--- src/rtl/bomb_pkg.sv ---
// Shared types and command codes for the bomb game controller and its
// countdown command bus.
package bomb_pkg;

  typedef enum logic [2:0] {
    ST_IDLE,
    ST_ARM,
    ST_SETTLE,
    ST_RUNNING,
    ST_STOP,
    ST_DEFUSED,
    ST_EXPLODED
  } game_state_t;

  localparam logic [7:0] CMD_TOGGLE = 8'h10;
  localparam logic [7:0] CMD_NONE   = 8'h00;

  typedef logic [3:0] bcd_digit_t;

endpackage

--- src/rtl/bomb_game_ctrl_if.sv ---
// Controller <-> countdown link: start time, run/stop command bus, seconds
// tick, and the three BCD digits fed back from the countdown.
interface bomb_game_ctrl_if;
  import bomb_pkg::*;

  logic [11:0] init_time;
  logic [7:0]  switch_op;
  logic        sec_timer;
  bcd_digit_t  value_three;
  bcd_digit_t  value_two;
  bcd_digit_t  value_one;

  modport master (
    output init_time, switch_op, sec_timer,
    input  value_three, value_two, value_one
  );

  modport slave (
    input  init_time, switch_op, sec_timer,
    output value_three, value_two, value_one
  );

endinterface

--- src/rtl/tick_divider.sv ---
// Seconds-tick generator: period TICK_DIV >> shift, held at zero while clr
// is high so the first tick after release lands a full period later.
module tick_divider #(
  parameter int TICK_DIV = 50_000_000
) (
  input  logic       clk,
  input  logic       reset,
  input  logic       clr,
  input  logic [1:0] shift,
  output logic       tick
);

  localparam int CW = (TICK_DIV > 1) ? $clog2(TICK_DIV) : 1;

  logic [31:0]   period;
  logic [CW-1:0] last;
  logic [CW-1:0] cnt_q, cnt_d;

  assign period = 32'(TICK_DIV) >> shift;
  assign last   = CW'(period - 32'd1);
  assign tick   = !clr && (cnt_q == last);

  always_comb begin
    cnt_d = (clr || tick) ? '0 : cnt_q + CW'(1);
  end

  // NOTE: sequential state uses non-blocking assignments so every flop
  // samples pre-edge values regardless of block evaluation order.
  always_ff @(posedge clk or negedge reset) begin
    if (!reset) cnt_q <= '0;
    else        cnt_q <= cnt_d;
  end

endmodule

--- src/rtl/bomb_game_ctrl.sv ---
// Round sequencer: arms and stops the countdown, paces its seconds tick by
// strike count, and resolves each round to DEFUSED or EXPLODED.
module bomb_game_ctrl
  import bomb_pkg::*;
#(
  parameter int          TICK_DIV    = 50_000_000,
  parameter int          MAX_STRIKES = 3,
  parameter logic [11:0] INIT_TIME   = 12'h300
) (
  input  logic             clk,
  input  logic             reset,
  input  logic             start,
  input  logic             clear,
  input  logic             disarm_ok,
  input  logic             strike,
  output logic [1:0]       strikes,
  output logic             running,
  output logic             defused,
  output logic             exploded,
  bomb_game_ctrl_if.master cd
);

  localparam logic [1:0] MAX_S = 2'(MAX_STRIKES);

  game_state_t state_q, state_d;
  game_state_t target_q, target_d;
  logic [1:0]  strikes_q, strikes_d;
  logic        div_clr;
  logic        tick;
  logic        time_zero;

  assign time_zero = ({cd.value_three, cd.value_two, cd.value_one} == 12'h000);

  tick_divider #(.TICK_DIV(TICK_DIV)) u_tick (
    .clk   (clk),
    .reset (reset),
    .clr   (div_clr),
    .shift (strikes_q),
    .tick  (tick)
  );

  // NOTE: every variable gets a default before the case so no path leaves
  // it unassigned, which would otherwise infer a latch.
  always_comb begin
    state_d   = state_q;
    target_d  = target_q;
    strikes_d = strikes_q;
    div_clr   = 1'b1;
    unique case (state_q)
      ST_IDLE:   if (start) state_d = ST_ARM;
      ST_ARM:    state_d = ST_SETTLE;
      ST_SETTLE: state_d = ST_RUNNING;
      ST_RUNNING: begin
        // A strike restarts the period so the new, shorter rate starts cleanly.
        div_clr = strike;
        if (strike && strikes_q != MAX_S) strikes_d = strikes_q + 2'd1;
        if (strike && strikes_d == MAX_S) begin
          state_d  = ST_STOP;
          target_d = ST_EXPLODED;
        end else if (time_zero) begin
          state_d  = ST_STOP;
          target_d = ST_EXPLODED;
        end else if (disarm_ok) begin
          state_d  = ST_STOP;
          target_d = ST_DEFUSED;
        end
      end
      ST_STOP:   state_d = target_q;
      ST_DEFUSED, ST_EXPLODED: begin
        if (clear) begin
          state_d   = ST_IDLE;
          strikes_d = 2'd0;
        end
      end
      default:   state_d = ST_IDLE;
    endcase
  end

  always_ff @(posedge clk or negedge reset) begin
    if (!reset) begin
      state_q   <= ST_IDLE;
      target_q  <= ST_EXPLODED;
      strikes_q <= 2'd0;
    end else begin
      state_q   <= state_d;
      target_q  <= target_d;
      strikes_q <= strikes_d;
    end
  end

  assign cd.init_time = INIT_TIME;
  assign cd.switch_op = (state_q == ST_ARM || state_q == ST_STOP) ? CMD_TOGGLE : CMD_NONE;
  assign cd.sec_timer = tick;
  assign strikes      = strikes_q;
  assign running      = (state_q == ST_RUNNING);
  assign defused      = (state_q == ST_DEFUSED);
  assign exploded     = (state_q == ST_EXPLODED);

endmodule

--- src/flat_wrapper.sv ---
// flat-port wrapper written by rule: the top's interface ports become plain ports
module bomb_game_ctrl_flat import bomb_pkg::*;
#(
  parameter int          TICK_DIV    = 50_000_000,
  parameter int          MAX_STRIKES = 3,
  parameter logic [11:0] INIT_TIME   = 12'h300
)
  (clk, reset, start, clear, disarm_ok, strike, strikes, running, defused, exploded, cd_init_time, cd_switch_op, cd_sec_timer, cd_value_three, cd_value_two, cd_value_one);
  bomb_game_ctrl_if cd_i ();
  input  logic clk;
  input  logic reset;
  input  logic start;
  input  logic clear;
  input  logic disarm_ok;
  input  logic strike;
  output logic [1:0] strikes;
  output logic running;
  output logic defused;
  output logic exploded;
  output wire logic [$bits(cd_i.init_time)-1:0] cd_init_time;
  output wire logic [$bits(cd_i.switch_op)-1:0] cd_switch_op;
  output wire logic [$bits(cd_i.sec_timer)-1:0] cd_sec_timer;
  input wire logic [$bits(cd_i.value_three)-1:0] cd_value_three;
  input wire logic [$bits(cd_i.value_two)-1:0] cd_value_two;
  input wire logic [$bits(cd_i.value_one)-1:0] cd_value_one;
  assign cd_init_time = cd_i.init_time;
  assign cd_switch_op = cd_i.switch_op;
  assign cd_sec_timer = cd_i.sec_timer;
  assign cd_i.value_three = cd_value_three;
  assign cd_i.value_two = cd_value_two;
  assign cd_i.value_one = cd_value_one;
  bomb_game_ctrl #(.TICK_DIV(TICK_DIV), .MAX_STRIKES(MAX_STRIKES), .INIT_TIME(INIT_TIME)) u_core (.clk(clk), .reset(reset), .start(start), .clear(clear), .disarm_ok(disarm_ok), .strike(strike), .strikes(strikes), .running(running), .defused(defused), .exploded(exploded), .cd(cd_i));
endmodule
--- config.mk ---
export PLATFORM = sky130hd
export DESIGN_NAME = bomb_game_ctrl_flat
export DESIGN_NICKNAME = d
export VERILOG_FILES = /design/src/rtl/bomb_pkg.sv /design/src/rtl/bomb_game_ctrl_if.sv /design/src/rtl/tick_divider.sv /design/src/rtl/bomb_game_ctrl.sv /design/src/flat_wrapper.sv
export SDC_FILE = /design/constraint.sdc
export NUM_CORES = 1
export LEC_CHECK = 0
export BUFFER_PORTS_ARGS = -buffer_cell sky130_fd_sc_hd__buf_4
export CELL_PAD_IN_SITES_DETAIL_PLACEMENT = 1
export CELL_PAD_IN_SITES_GLOBAL_PLACEMENT = 2
export CORE_MARGIN = 10
export CORE_UTILIZATION = 33
export DETAILED_ROUTE_END_ITERATION = 7
export PLACE_DENSITY_LB_ADDON = 0.12
export SLEW_MARGIN = 30
export SYNTH_ARGS = -nofsm -noshare
export SYNTH_HDL_FRONTEND = slang
export SYNTH_SLANG_ARGS = --single-unit
--- constraint.sdc ---
create_clock -name clk -period 2.93 [get_ports clk]
set_clock_uncertainty 0.15 [all_clocks]
set_input_delay 0.293 -clock clk [delete_from_list [all_inputs] [get_ports clk]]
set_output_delay 0.293 -clock clk [all_outputs]
set_load 0.02 [all_outputs]
==> run summary <==
DR vias/cell: 5.12
Die Width: 101 um
layout cells sized above 1: 0.221
Critical path buffers and inverters: 2
Crit path top cell by count: buf_6
Hold Violations, Final: 0
Reg clk slew, reported paths: 0.08 ns
nets: 305
clock tree buffer depth: 2
antenna-violating nets left: 0
layout overhead on the synthesized area: 19.9%
CP peak stage delay: 0.55 ns
crit path cell chain: buf_6 > ha_4 > nor3b_2 > o22ai_1 > or4_4 > nor4_4 > nor2b_4 > buf_6
flops & latches, synth: 33
CORE AREA: 0.00639 sq mm
TritonCTS Sinks: 33
Post-Syn Area: 0.00219 sq mm
Main synth FF type: dfrtp_1
CP Max Fanout: 4
drt pass-1 iters: 4
CP Capture Type: output port
syn avg cell area: 9.13 sq um
Max-cap violations: 0
IO Count: 44
RSZ-0062 raised after global routing: true
H-Tree Level Count: 2
arrival time at the worst endpoint: 2.48 ns
Fillers: 767
row cnt: 29
Leak Pwr: 1.10 nW
relative slew slack: 0.650
Worst Path Required: 2.49 ns
first-pass GRT wire length: 10300 um
Post-synth EDFFs: 0
CTS tree: yes
number of library cell types mapped by synthesis: 45
vias in the first global route: 1983
grt ovf: 0
diode count: 0
HPWL after DPL: 4520 um
area of the multi-input gates: 0.00126 sq mm
Clock Latency Late Sink: 0.29 ns
sequential share of the synthesized area: 0.377
I/O Buffers: 24
PD cells: 322 mW/mm^2
worst hold path class: in -> reg
Post-Place Setup Slack: 0.188 ns
final wirelength: 5970 um
fin worst setup slack: 0.00763 ns
initial antenna violation count: 0
total CTS buffers: 5
Worst-Margin Slew: 0.521 ns
Post-Synthesis Cells: 240
post-route setup TNS: 0 ns
Final setup viols: 0
CTS Root Buffer Type: clkbuf_8
Max Fclk: 0.342 GHz
synth warn: 0
drt drc: 0
Final min period: 2.92 ns
starting density of the core: 0.343
drt wl/cell: 16.7 um
GRT Total Usage: 0.124
asr flop ratio synth: 1.00
chip height: 101 um
vias: 1829
Peak VDD IR: 0.159 mV
largest net degree at the start of global routing: 34
drt initial violations: 47
Pins Over Slew Limit: 0
Die ar.: 0.0103 sq mm
outcome: complete, no violations
FF+latch area: 828 sq um
final worst path period share: 0.997
Worst path slowest cell: or4_4
crit start category: register
WS Path Type: reg -> out
routability congestion estimate: 0.784
Crit path max-delay family: simple AND/OR/NAND/NOR gates
-- worst paths after layout --
path,startpoint,endpoint,slack [ns],cells after the start
setup reg to reg,u_core.strikes[0],u_core.u_tick.cnt_q[10],0.24,9
setup / recovery,u_core.strikes[0],cd_sec_timer,0.008,8
hold / removal,disarm_ok,u_core.target_q[0],0.12,3
hold reg to reg,u_core.u_tick.cnt_q[0],u_core.u_tick.cnt_q[0],0.35,1
max in group asynchronous,reset,u_core.target_q[1],1.93,2
min in group asynchronous,reset,u_core.u_tick.cnt_q[11],0.34,2
-- where the power goes --
part / internal [mW] / switching [mW] / leakage [nW]
combinational: 0.0163 / 0.0361 / 0.609
clock: 0.165 / 0.174 / 0.0450
sequential: 0.455 / 0 / 0.442
-- worst register-to-register path: stages, from the launching register on --
cell and delay, ns:
dfrtp_2 0.44, buf_6 0.14, ha_4 0.16, nor3b_2 0.15, o22ai_1 0.09, or4_4 0.55
nor4_4 0.33, buf_4 0.15, buf_4 0.28, nor3_1 0.10
-- final cells by class --
class / instances / share of cell area
clock buffer: 6 / 0.0276
clock inverter: 2 / 0.00381
inverter: 8 / 0.0124
multi-input combinational: 189 / 0.479
sequential: 33 / 0.315
tap: 77 / 0.0367
timing repair buffer: 42 / 0.125
-- flip-flops by register name, indices dropped and copies added (netlist names) --
register             cells
u_core.u_tick.cnt_q     26
u_core.state_q           3
u_core.strikes           2
u_core.target_q          2
-- timing repair --
action / in CTS / in global routing
setup buffers: 5 / 2
pin swaps: 1 / 3
endpoints found under the setup margin: 1 / 1
hold buffers: 1 / 0
hold endpoints to repair: 32 / 0
resized for setup: 5 / 9
-- cells by family after synthesis --
kind of cell,after synthesis,synth area share
other cells,2,0.00343
fa+ha+maj,9,0.0503
buf+inv,35,0.0999
simple gates,106,0.264
flops,33,0.378
compound gates,20,0.0623
xor+xnor,32,0.128
mux,3,0.0148
-- metal layers --
layer	wire length [um]	track usage	vias to the layer above
li1	-	-	884
met1	2570	0.145	914
met2	3100	0.221	25
met3	228	0.0259	6
met4	63	0.0364	0
met5	0	0	-
-- placed cells by master, fill, tap and decap left out, types with 5 or more instances in the layout --
| cell | Yosys | routed |
|---|---|---|
| buf_4 | 19 | 38 |
| nand2_1 | 15 | 15 |
| nor4_1 | 7 | 6 |
| nor2_1 | 12 | 12 |
| conb_1 | 2 | 19 |
| nand4_1 | 8 | 8 |
| nand3_1 | 15 | 15 |
| clkbuf_8 | 0 | 5 |
| nor3_1 | 29 | 29 |
| inv_1 | 8 | 6 |
| xor2_1 | 21 | 21 |
| xnor2_1 | 11 | 11 |
| ha_1 | 8 | 6 |
| dfrtp_1 | 32 | 31 |
-- Yosys cell counts (2+ instances only) --
| master | n | area [sq um] |
|---|---|---|
| dfrtp_1 | 32 | 801 |
| nor3_1 | 29 | 145 |
| xor2_1 | 21 | 184 |
| buf_4 | 19 | 143 |
| nand2_1 | 15 | 56.3 |
| nand3_1 | 15 | 75.1 |
| nor2_1 | 12 | 45.0 |
| xnor2_1 | 11 | 96.3 |
| ha_1 | 8 | 100 |
| inv_1 | 8 | 30.0 |
| nand4_1 | 8 | 50.1 |
| nor4_1 | 7 | 43.8 |
| nor3b_1 | 5 | 37.5 |
| clkbuf_1 | 4 | 15.0 |
| nand2b_1 | 4 | 25.0 |
| o21ai_0 | 4 | 20.0 |
| a21oi_1 | 3 | 15.0 |
| o22ai_1 | 3 | 18.8 |
| and3b_1 | 2 | 17.5 |
| buf_6 | 2 | 22.5 |
| conb_1 | 2 | 7.51 |
| mux2_2 | 2 | 22.5 |
| nor2b_1 | 2 | 12.5 |
-- stage by stage --
| stage | hold slack [ns] | power (mW) | cells | area, sq um | util |
|---|---|---|---|---|---|
| after floorplan | -0.153 | 0.507 | 257 | 2260 | - |
| final | 0.122 | 0.847 | 357 | 2630 | 0.411 |
| after global routing | 0.142 | 0.882 | 357 | 2630 | 0.411 |
| after detailed placement | 0.127 | 0.516 | 341 | 2420 | 0.380 |
| after global placement | 0.127 | 0.515 | 341 | 2420 | 0.380 |
| after CTS | 0.129 | 0.858 | 355 | 2560 | 0.402 |
(Power assumes the default switching activity.)
